`src/rtl/mem_access_unit.sv`:
```
// mem_access_unit: core-side load/store initiator that turns byte/half/word requests into ram_control word ops
// Ports:
//   clk, reset_n                      clock, synchronous active-low reset
//   req_valid/req_ready               request handshake (ready only in IDLE)
//   req_we, req_size, req_unsigned    store flag, 00 byte / 01 half / 10 word, zero-extend loads
//   req_addr, req_wdata               byte address, LSB-justified store data
//   resp_valid, resp_err, resp_rdata  one-cycle completion pulse with error flag and load data
//   ram_rd_start, ram_rd_addr_base    read request to ram_control (halfword base)
//   ram_rd_done, ram_rd_data_out      read completion and word
//   ram_wr_start, ram_wr_addr_base    write request to ram_control (halfword base)
//   ram_wr_data_in, ram_wr_done       word to write and write completion
module mem_access_unit #(
  parameter int DEPTH          = 4096,
  parameter int TIMEOUT_CYCLES = 64
) (
  input  logic        clk,
  input  logic        reset_n,
  input  logic        req_valid,
  output logic        req_ready,
  input  logic        req_we,
  input  logic [1:0]  req_size,
  input  logic        req_unsigned,
  input  logic [31:0] req_addr,
  input  logic [31:0] req_wdata,
  output logic        resp_valid,
  output logic        resp_err,
  output logic [31:0] resp_rdata,
  output logic        ram_wr_start,
  output logic        ram_rd_start,
  output logic [31:0] ram_wr_addr_base,
  output logic [31:0] ram_wr_data_in,
  output logic [31:0] ram_rd_addr_base,
  input  logic        ram_wr_done,
  input  logic        ram_rd_done,
  input  logic [31:0] ram_rd_data_out
);
  localparam int CW = $clog2(TIMEOUT_CYCLES + 1);
  typedef enum logic [2:0] {IDLE, CHECK, RD, WR, RMW_RD, RMW_WR, RESP} state_t;
  state_t state, state_n;
  logic r_we, r_uns, err, gap;
  logic [1:0] r_size;
  logic [31:0] r_addr, r_wdata, wword, rdata;
  logic [CW-1:0] cnt;
  logic [31:0] base, mask, merged, ext;
  logic [32:0] base_p1;
  logic [4:0] sh;
  logic [15:0] h;
  logic [7:0] b;
  logic bad, rd_wait, wr_act, done_hit, tmo;
  // Word-aligned byte address shifted down one: halfword index of the low half.
  assign base    = {1'b0, r_addr[31:2], 1'b0};
  assign base_p1 = {1'b0, base} + 33'd1;
  assign bad     = (r_size == 2'b11) | (r_size == 2'b01 & r_addr[0]) |
                   (r_size == 2'b10 & |r_addr[1:0]) | (base_p1 >= 33'(DEPTH));
  assign rd_wait = state == RD | state == RMW_RD;
  // The first RMW_WR cycle keeps wr_start low so it never follows rd_start back to back.
  assign wr_act   = state == WR | (state == RMW_WR & ~gap);
  assign done_hit = (rd_wait & ram_rd_done) | (wr_act & ram_wr_done);
  assign tmo      = (rd_wait | state == WR | state == RMW_WR) & cnt == CW'(TIMEOUT_CYCLES - 1);
  assign sh     = r_size == 2'b00 ? {r_addr[1:0], 3'b0} : {r_addr[1], 4'b0};
  assign mask   = (r_size == 2'b00 ? 32'h0000_00ff : 32'h0000_ffff) << sh;
  assign merged = (ram_rd_data_out & ~mask) | ((r_wdata << sh) & mask);
  assign h      = ram_rd_data_out[{r_addr[1], 4'b0} +: 16];
  assign b      = ram_rd_data_out[{r_addr[1:0], 3'b0} +: 8];
  assign ext    = r_size == 2'b00 ? {{24{~r_uns & b[7]}}, b} :
                  r_size == 2'b01 ? {{16{~r_uns & h[15]}}, h} : ram_rd_data_out;
  always_ff @(posedge clk)
    if (!reset_n) state <= IDLE;
    else state <= state_n;
  always_comb begin
    state_n = state;
    case (state)
      IDLE:    state_n = req_valid ? CHECK : IDLE;
      CHECK:   state_n = bad ? RESP : !r_we ? RD : r_size == 2'b10 ? WR : RMW_RD;
      RD:      state_n = (ram_rd_done | tmo) ? RESP : RD;
      RMW_RD:  state_n = ram_rd_done ? RMW_WR : tmo ? RESP : RMW_RD;
      WR:      state_n = (ram_wr_done | tmo) ? RESP : WR;
      RMW_WR:  state_n = (done_hit | tmo) ? RESP : RMW_WR;
      RESP:    state_n = IDLE;
      default: state_n = IDLE;
    endcase
  end
  always_comb begin
    req_ready        = state == IDLE;
    resp_valid       = state == RESP;
    resp_err         = resp_valid & err;
    resp_rdata       = resp_valid ? rdata : 32'd0;
    ram_rd_start     = rd_wait;
    ram_wr_start     = wr_act;
    ram_rd_addr_base = base;
    ram_wr_addr_base = base;
    ram_wr_data_in   = wword;
  end
  always_ff @(posedge clk)
    if (!reset_n) begin
      r_we    <= 1'b0;
      r_size  <= 2'b00;
      r_uns   <= 1'b0;
      r_addr  <= '0;
      r_wdata <= '0;
      wword   <= '0;
      rdata   <= '0;
      err     <= 1'b0;
      gap     <= 1'b0;
      cnt     <= '0;
    end else begin
      // Counter restarts whenever the state changes, i.e. on entry to each wait state.
      cnt <= (state_n != state) ? '0 : cnt + 1'b1;
      gap <= state == RMW_RD & state_n == RMW_WR;
      if (state == IDLE & req_valid) begin
        r_we    <= req_we;
        r_size  <= req_size;
        r_uns   <= req_unsigned;
        r_addr  <= req_addr;
        r_wdata <= req_wdata;
        err     <= 1'b0;
        rdata   <= '0;
      end
      if (state == CHECK) begin
        err   <= bad;
        wword <= r_wdata;
      end
      if (state == RD & ram_rd_done) rdata <= ext;
      if (state == RMW_RD & ram_rd_done) wword <= merged;
      if (tmo & ~done_hit) err <= 1'b1;
    end
endmodule
```
`config.mk`:
```
export PLATFORM = sky130hd
export DESIGN_NAME = mem_access_unit
export DESIGN_NICKNAME = d
export VERILOG_FILES = /design/src/rtl/mem_access_unit.sv
export SDC_FILE = /design/constraint.sdc
export NUM_CORES = 1
export LEC_CHECK = 0
export ABC_AREA = 0
export CORE_MARGIN = 2
export CORE_UTILIZATION = 50
export DETAILED_ROUTE_END_ITERATION = 12
export HOLD_SLACK_MARGIN = 0.06
export PLACE_DENSITY = 0.87
export SETUP_SLACK_MARGIN = 0.3
export SYNTH_ARGS = -nofsm -noshare
export SYNTH_HDL_FRONTEND = slang
export SYNTH_SLANG_ARGS = --single-unit
```
`constraint.sdc`:
```
create_clock -name clk -period 2.5 [get_ports clk]
set_input_delay 0.25 -clock clk [delete_from_list [all_inputs] [get_ports clk]]
set_output_delay 0.25 -clock clk [all_outputs]
set_load 0.01 [all_outputs]
```
# After elaboration in Yosys (flattened, before gate mapping)
# Cells that the tools add are included.
# totals
regBits	144
latch_bits	0
ramBits	0
mem_bits_ro	0
output_inout_bits	133
word_cells	92
mem_count	0
# classes
add_sub_neg	2
multipliers	0
n_div	0
order_cmp	1
n_eq_ne	12
shift	4
mux	22
n_bitwise	33
reduce_logical	7
# ops
operator	n
32-bit 2-to-1 mux	7
32-bit AND	2
31-bit by 1-bit adder with 32-bit output (second input constant)	1
32-bit by 13-bit greater-or-equal comparator with 1-bit output (second input constant)	1
32-bit inverter	1
32-bit bitwise OR	1
32-bit by 6-bit indexed part select with 16-bit output	1
32-bit by 6-bit indexed part select with 8-bit output	1
16-bit by 5-bit << shifter with 32-bit output	1
32-bit by 5-bit << shifter with 32-bit output	1
3-bit one-hot mux with 6 select lines	1
16-bit 2-to-1 mux	1
3-bit 2-to-1 mux	5
1-bit AND	14
3-bit == test (second input constant)	4
1-bit bitwise OR	11
7-bit by 1-bit adder with 7-bit output (second input constant)	1
7-bit by 6-bit == test with 1-bit output (second input constant)	1
3-bit by 2-bit == test with 1-bit output (second input constant)	2
2-bit 2-to-1 mux	3
2-bit == test (second input constant)	2
1-bit 2-to-1 mux	4
4-bit 2-to-1 mux	1
1-bit inverter	4
other kinds (8)	10

# Logic depth before layout (Yosys ltp)
# depth
word_depth	10
ltp_mapped	8

# Worst setup path after synthesis
# OpenSTA, ideal clock, no wires.
# synth_path
path_type	register -> register
startpoint	register cnt[0]
endpoint	register cnt[2]
setup_time_ns	0.132
arrival_time_ns	1.547
required_ns	2.368
slack_ns	0.821
path_stages_with_launch	7
path_buffers	0
cell_sequence	dfxtp_1 ha_1 nand3_1 nor3_1 a31oi_1 o221ai_2 nor3_1
# synth_via
elab_chain_len	7
word_cells_on_any_way	14
classes_between	add/sub: 1; eq/ne: 2; mux: 6; bitwise: 4; reduce/logical: 1
# synth_lines
item	line_no	text
start: declaration	43	logic [CW-1:0] cnt;
start signal: assignment	108	cnt <= (state_n != state) ? '0 : cnt + 1'b1;
7-bit by 6-bit == test with 1-bit output	59	assign tmo = (rd_wait | state == WR | state == RMW_WR) & cnt == CW'(TIMEOUT_CYCLES - 1);
1-bit AND	59	
1-bit bitwise OR (tied with other cells)	78	RMW_WR: state_n = (done_hit | tmo) ? RESP : RMW_WR;
2-bit 2-to-1 mux (tied with other cells)	78	
3-bit one-hot mux with 6 select lines	72	case (state)
3-bit inequality test	108	
2-bit OR reduction (no line)	--	
# Several ways; a longest one is shown, not always the timed one.
# A chain may end at the register's enable or synchronous reset.

# Worst setup path in the final report
# layout_path
startpoint	register state[0]
endpoint	output port resp_rdata[3]
# layout_via
elab_chain_len	2
# layout_lines
item	line_no	text
start: declaration	39	state_t state, state_n;
start signal: assignment	69	else state <= state_n;
3-bit == test	85	resp_valid = state == RESP;
32-bit 2-to-1 mux	87	resp_rdata = resp_valid ? rdata : 32'd0;
end: declaration	27	output logic [31:0] resp_rdata,
# Every way passes these cells.

==> run metrics <==
startpoint types flop; floorplan row count 43; Max VDD drop 0.5277 mV; Lkg Pwr 3.813 nW; Crit Path Category flop to output port; number of synthesized flops with an enable pin 0; clock-pin slew on the worst setup and hold paths 60 ps; Req. time, crit path 2250 ps; Slowest-stage cell, CP clkdlybuf4s50_1; Reg area 0.002894 mm2; max cap viols 0; critical path capture point type output port; HP Class primary input to flop; WP buf/inv 4; Tcrit/Tclk final 90.66%; commonest non-fill, non-tap cell in the layout nand2_1; Gate Count Post-Synth 910; most frequent cells in the layout nand2_1, clkdlybuf4s50_1, dfxtp_1, a21oi_1, nor2_1; Final setup viols 0; via density per instance 5.742; Yosys reg bits 144; M1 GR Usage 36.71%; die footprint 0.01507 mm2; total negative slack 0 ps; total gr overflow 0; actual slew at the worst max-slew pin 751.3 ps; Die Span X 122.8 um; Routed WL 22.15 mm; DRT iter0 DRCs 823; Seq/Total Area, Yosys 40.88%; post-route ant nets 0; Netlist cell types 52; met2 Resource Use GR 45.58%; Tot Pwr 9.545 mW; CTS tree yes; Area Overhead vs Synth 39.35%; largest net degree at the start of global routing 69; Mapped Area 0.007052 mm2; pwr dens 971.3 mW/mm2; H-tree levels 4; Relative slew margins 49.79%; CP Depth 6; YS warnings 0; WL per Instance 17.62 um; initial antenna violation count 0; final worst slack 233.5 ps; Placed Cells 1,220; Main synth FF type dfxtp_1; Multi-input gate area 0.003450 mm2; fillers 1,064; max-slew violation count 0; via count 7,218; crit-path leading delay family buffers and inverters; clk sinks 144; Clock Tree Root clkbuf_16; share of layout cells above drive strength 1 7.993%; global-route met3 utilization 7.156%; slowest stage delay, CP 520 ps; ys async rst share 0%; DRC violations left 0; GRT Overall Usage 29.16%; cells on worst reg2reg path 6; 1st-pass router iterations 6; initial core utilization 51.00%; Final Hold Viols 0; Most Used Layer, Global Route met2; crit path DAT 2020 ps; DP Worst Slack 103.9 ps; Period minus WS final 2266 ps; Final HPWL DP 15.71 mm; global-route wire length before repair 34.18 mm; Worst Clk Skew 6.834 ps; worst path cell trace buf_4 -> nor2_4 -> buf_12 -> buf_6 -> and2_1 -> clkdlybuf4s50_1; CTS Buf Count 17; Mapped Avg Cell Area 7.749 um2; Max Freq 441.2 MHz; outcome complete, no violations; Hold Path Stages 3; chip height 122.8 um; Cell Count, Final, Fillers Out 1,257; RSZ-0062 raised after global routing yes; Core Footprint 0.01383 mm2; Worst-Skew Late Latency 420 ps; Total Nets Final 1,169; IO Pins 238; RD Place Congestion 0.9621; # port buffers 233; vias in the first global route 6,659; Worst Path Max Fanout 10; clock buffer depth 2; hold slack 376.9 ps
cell usage after synthesis (10+ instances only):
master | n | share of area, %
a21oi_1 | 120 | 8.5
a22oi_1 | 19 | 2.0
a31oi_1 | 11 | 0.98
and2_1 | 35 | 3.1
buf_2 | 17 | 1.2
buf_4 | 64 | 6.8
clkbuf_1 | 49 | 2.6
dfxtp_1 | 144 | 41
nand2_1 | 224 | 12
nand3_1 | 23 | 1.6
nor2_1 | 48 | 2.6
nor3_1 | 18 | 1.3
o21ai_0 | 10 | 0.71
o21ai_1 | 11 | 0.78
worst min-delay path, stage by stage:
cell and delay, ps:
clkdlybuf4s50_1 390, nand2_1 50, a21oi_1 50
layer usage:
metal | share of wire [%] | wire length [um]
met5 | 0 | 0
met4 | 5.4 | 1203
met3 | 11 | 2329
met2 | 46 | 10170
met1 | 38 | 8453
area by class of cell:
type                       count  share of cell area, %
inverter                       7                 0.2801
sequential                   144                  29.45
antenna                        1                0.02546
clock inverter                14                  1.923
timing repair buffer         262                  26.46
multi-input combinational    631                  35.10
clock buffer                  18                  4.469
tap                          180                  2.292
what timing repair did:
item | in CTS | in global routing
endpoints found under the setup margin | 56 | 67
resized for setup | 23 | 18
pin swaps | 1 | 0
cloned | 2 | 0
hold buffers | 0 | 0
hold endpoints to repair | 0 | 0
setup buffers | 2 | 0
flip-flops by register name, indices dropped and copies added (netlist names):
signal          flops
r_uns               1
rdata              32
r_wdata            32
r_addr             32
state               3
r_we                1
r_size              2
ram_wr_data_in     32
gap                 1
err                 1
cnt                 7
power by group:
part	internal, mW	total, mW	leakage, nW	switching (mW)
combinational	1.64	3.54	2.33	1.90
clock	1.69	2.66	0.302	0.971
sequential	2.85	3.34	1.18	0.484
total	6.19	9.54	3.81	3.35
worst paths after layout:
check	from	to	slack, ps
hold / removal	req_addr[26]	r_addr[26]	380
setup reg to reg	r_addr[1]	rdata[4]	420
hold reg to reg	rdata[19]	rdata[19]	450
setup / recovery	state[0]	resp_rdata[3]	230
logic make-up (layout without fill, tap and decap cells):
kind of cell	after synthesis	count (layout)	share of synthesized area, %
AO/OA/AOI/OAI	224	224	19.29
XOR/XNOR	4	4	0.4969
adder cells (fa/ha/maj)	1	1	0.1774
buffers and inverters	138	301	11.05
flip-flops	144	144	40.88
multiplexers	20	20	4.400
other	1	5	0.05318
AND/OR/NAND/NOR	378	378	23.65
stage by stage:
stage          utilization, %  instance area, um2
4_1_cts                 70.66                9771
5_1_grt                 71.05                9824
2_1_floorplan               -                7063
3_5_place_dp            65.62                9074
3_3_place_gp            65.62                9074
6_report                71.07                9827
Note: power is estimated with default switching activity, not from simulation.
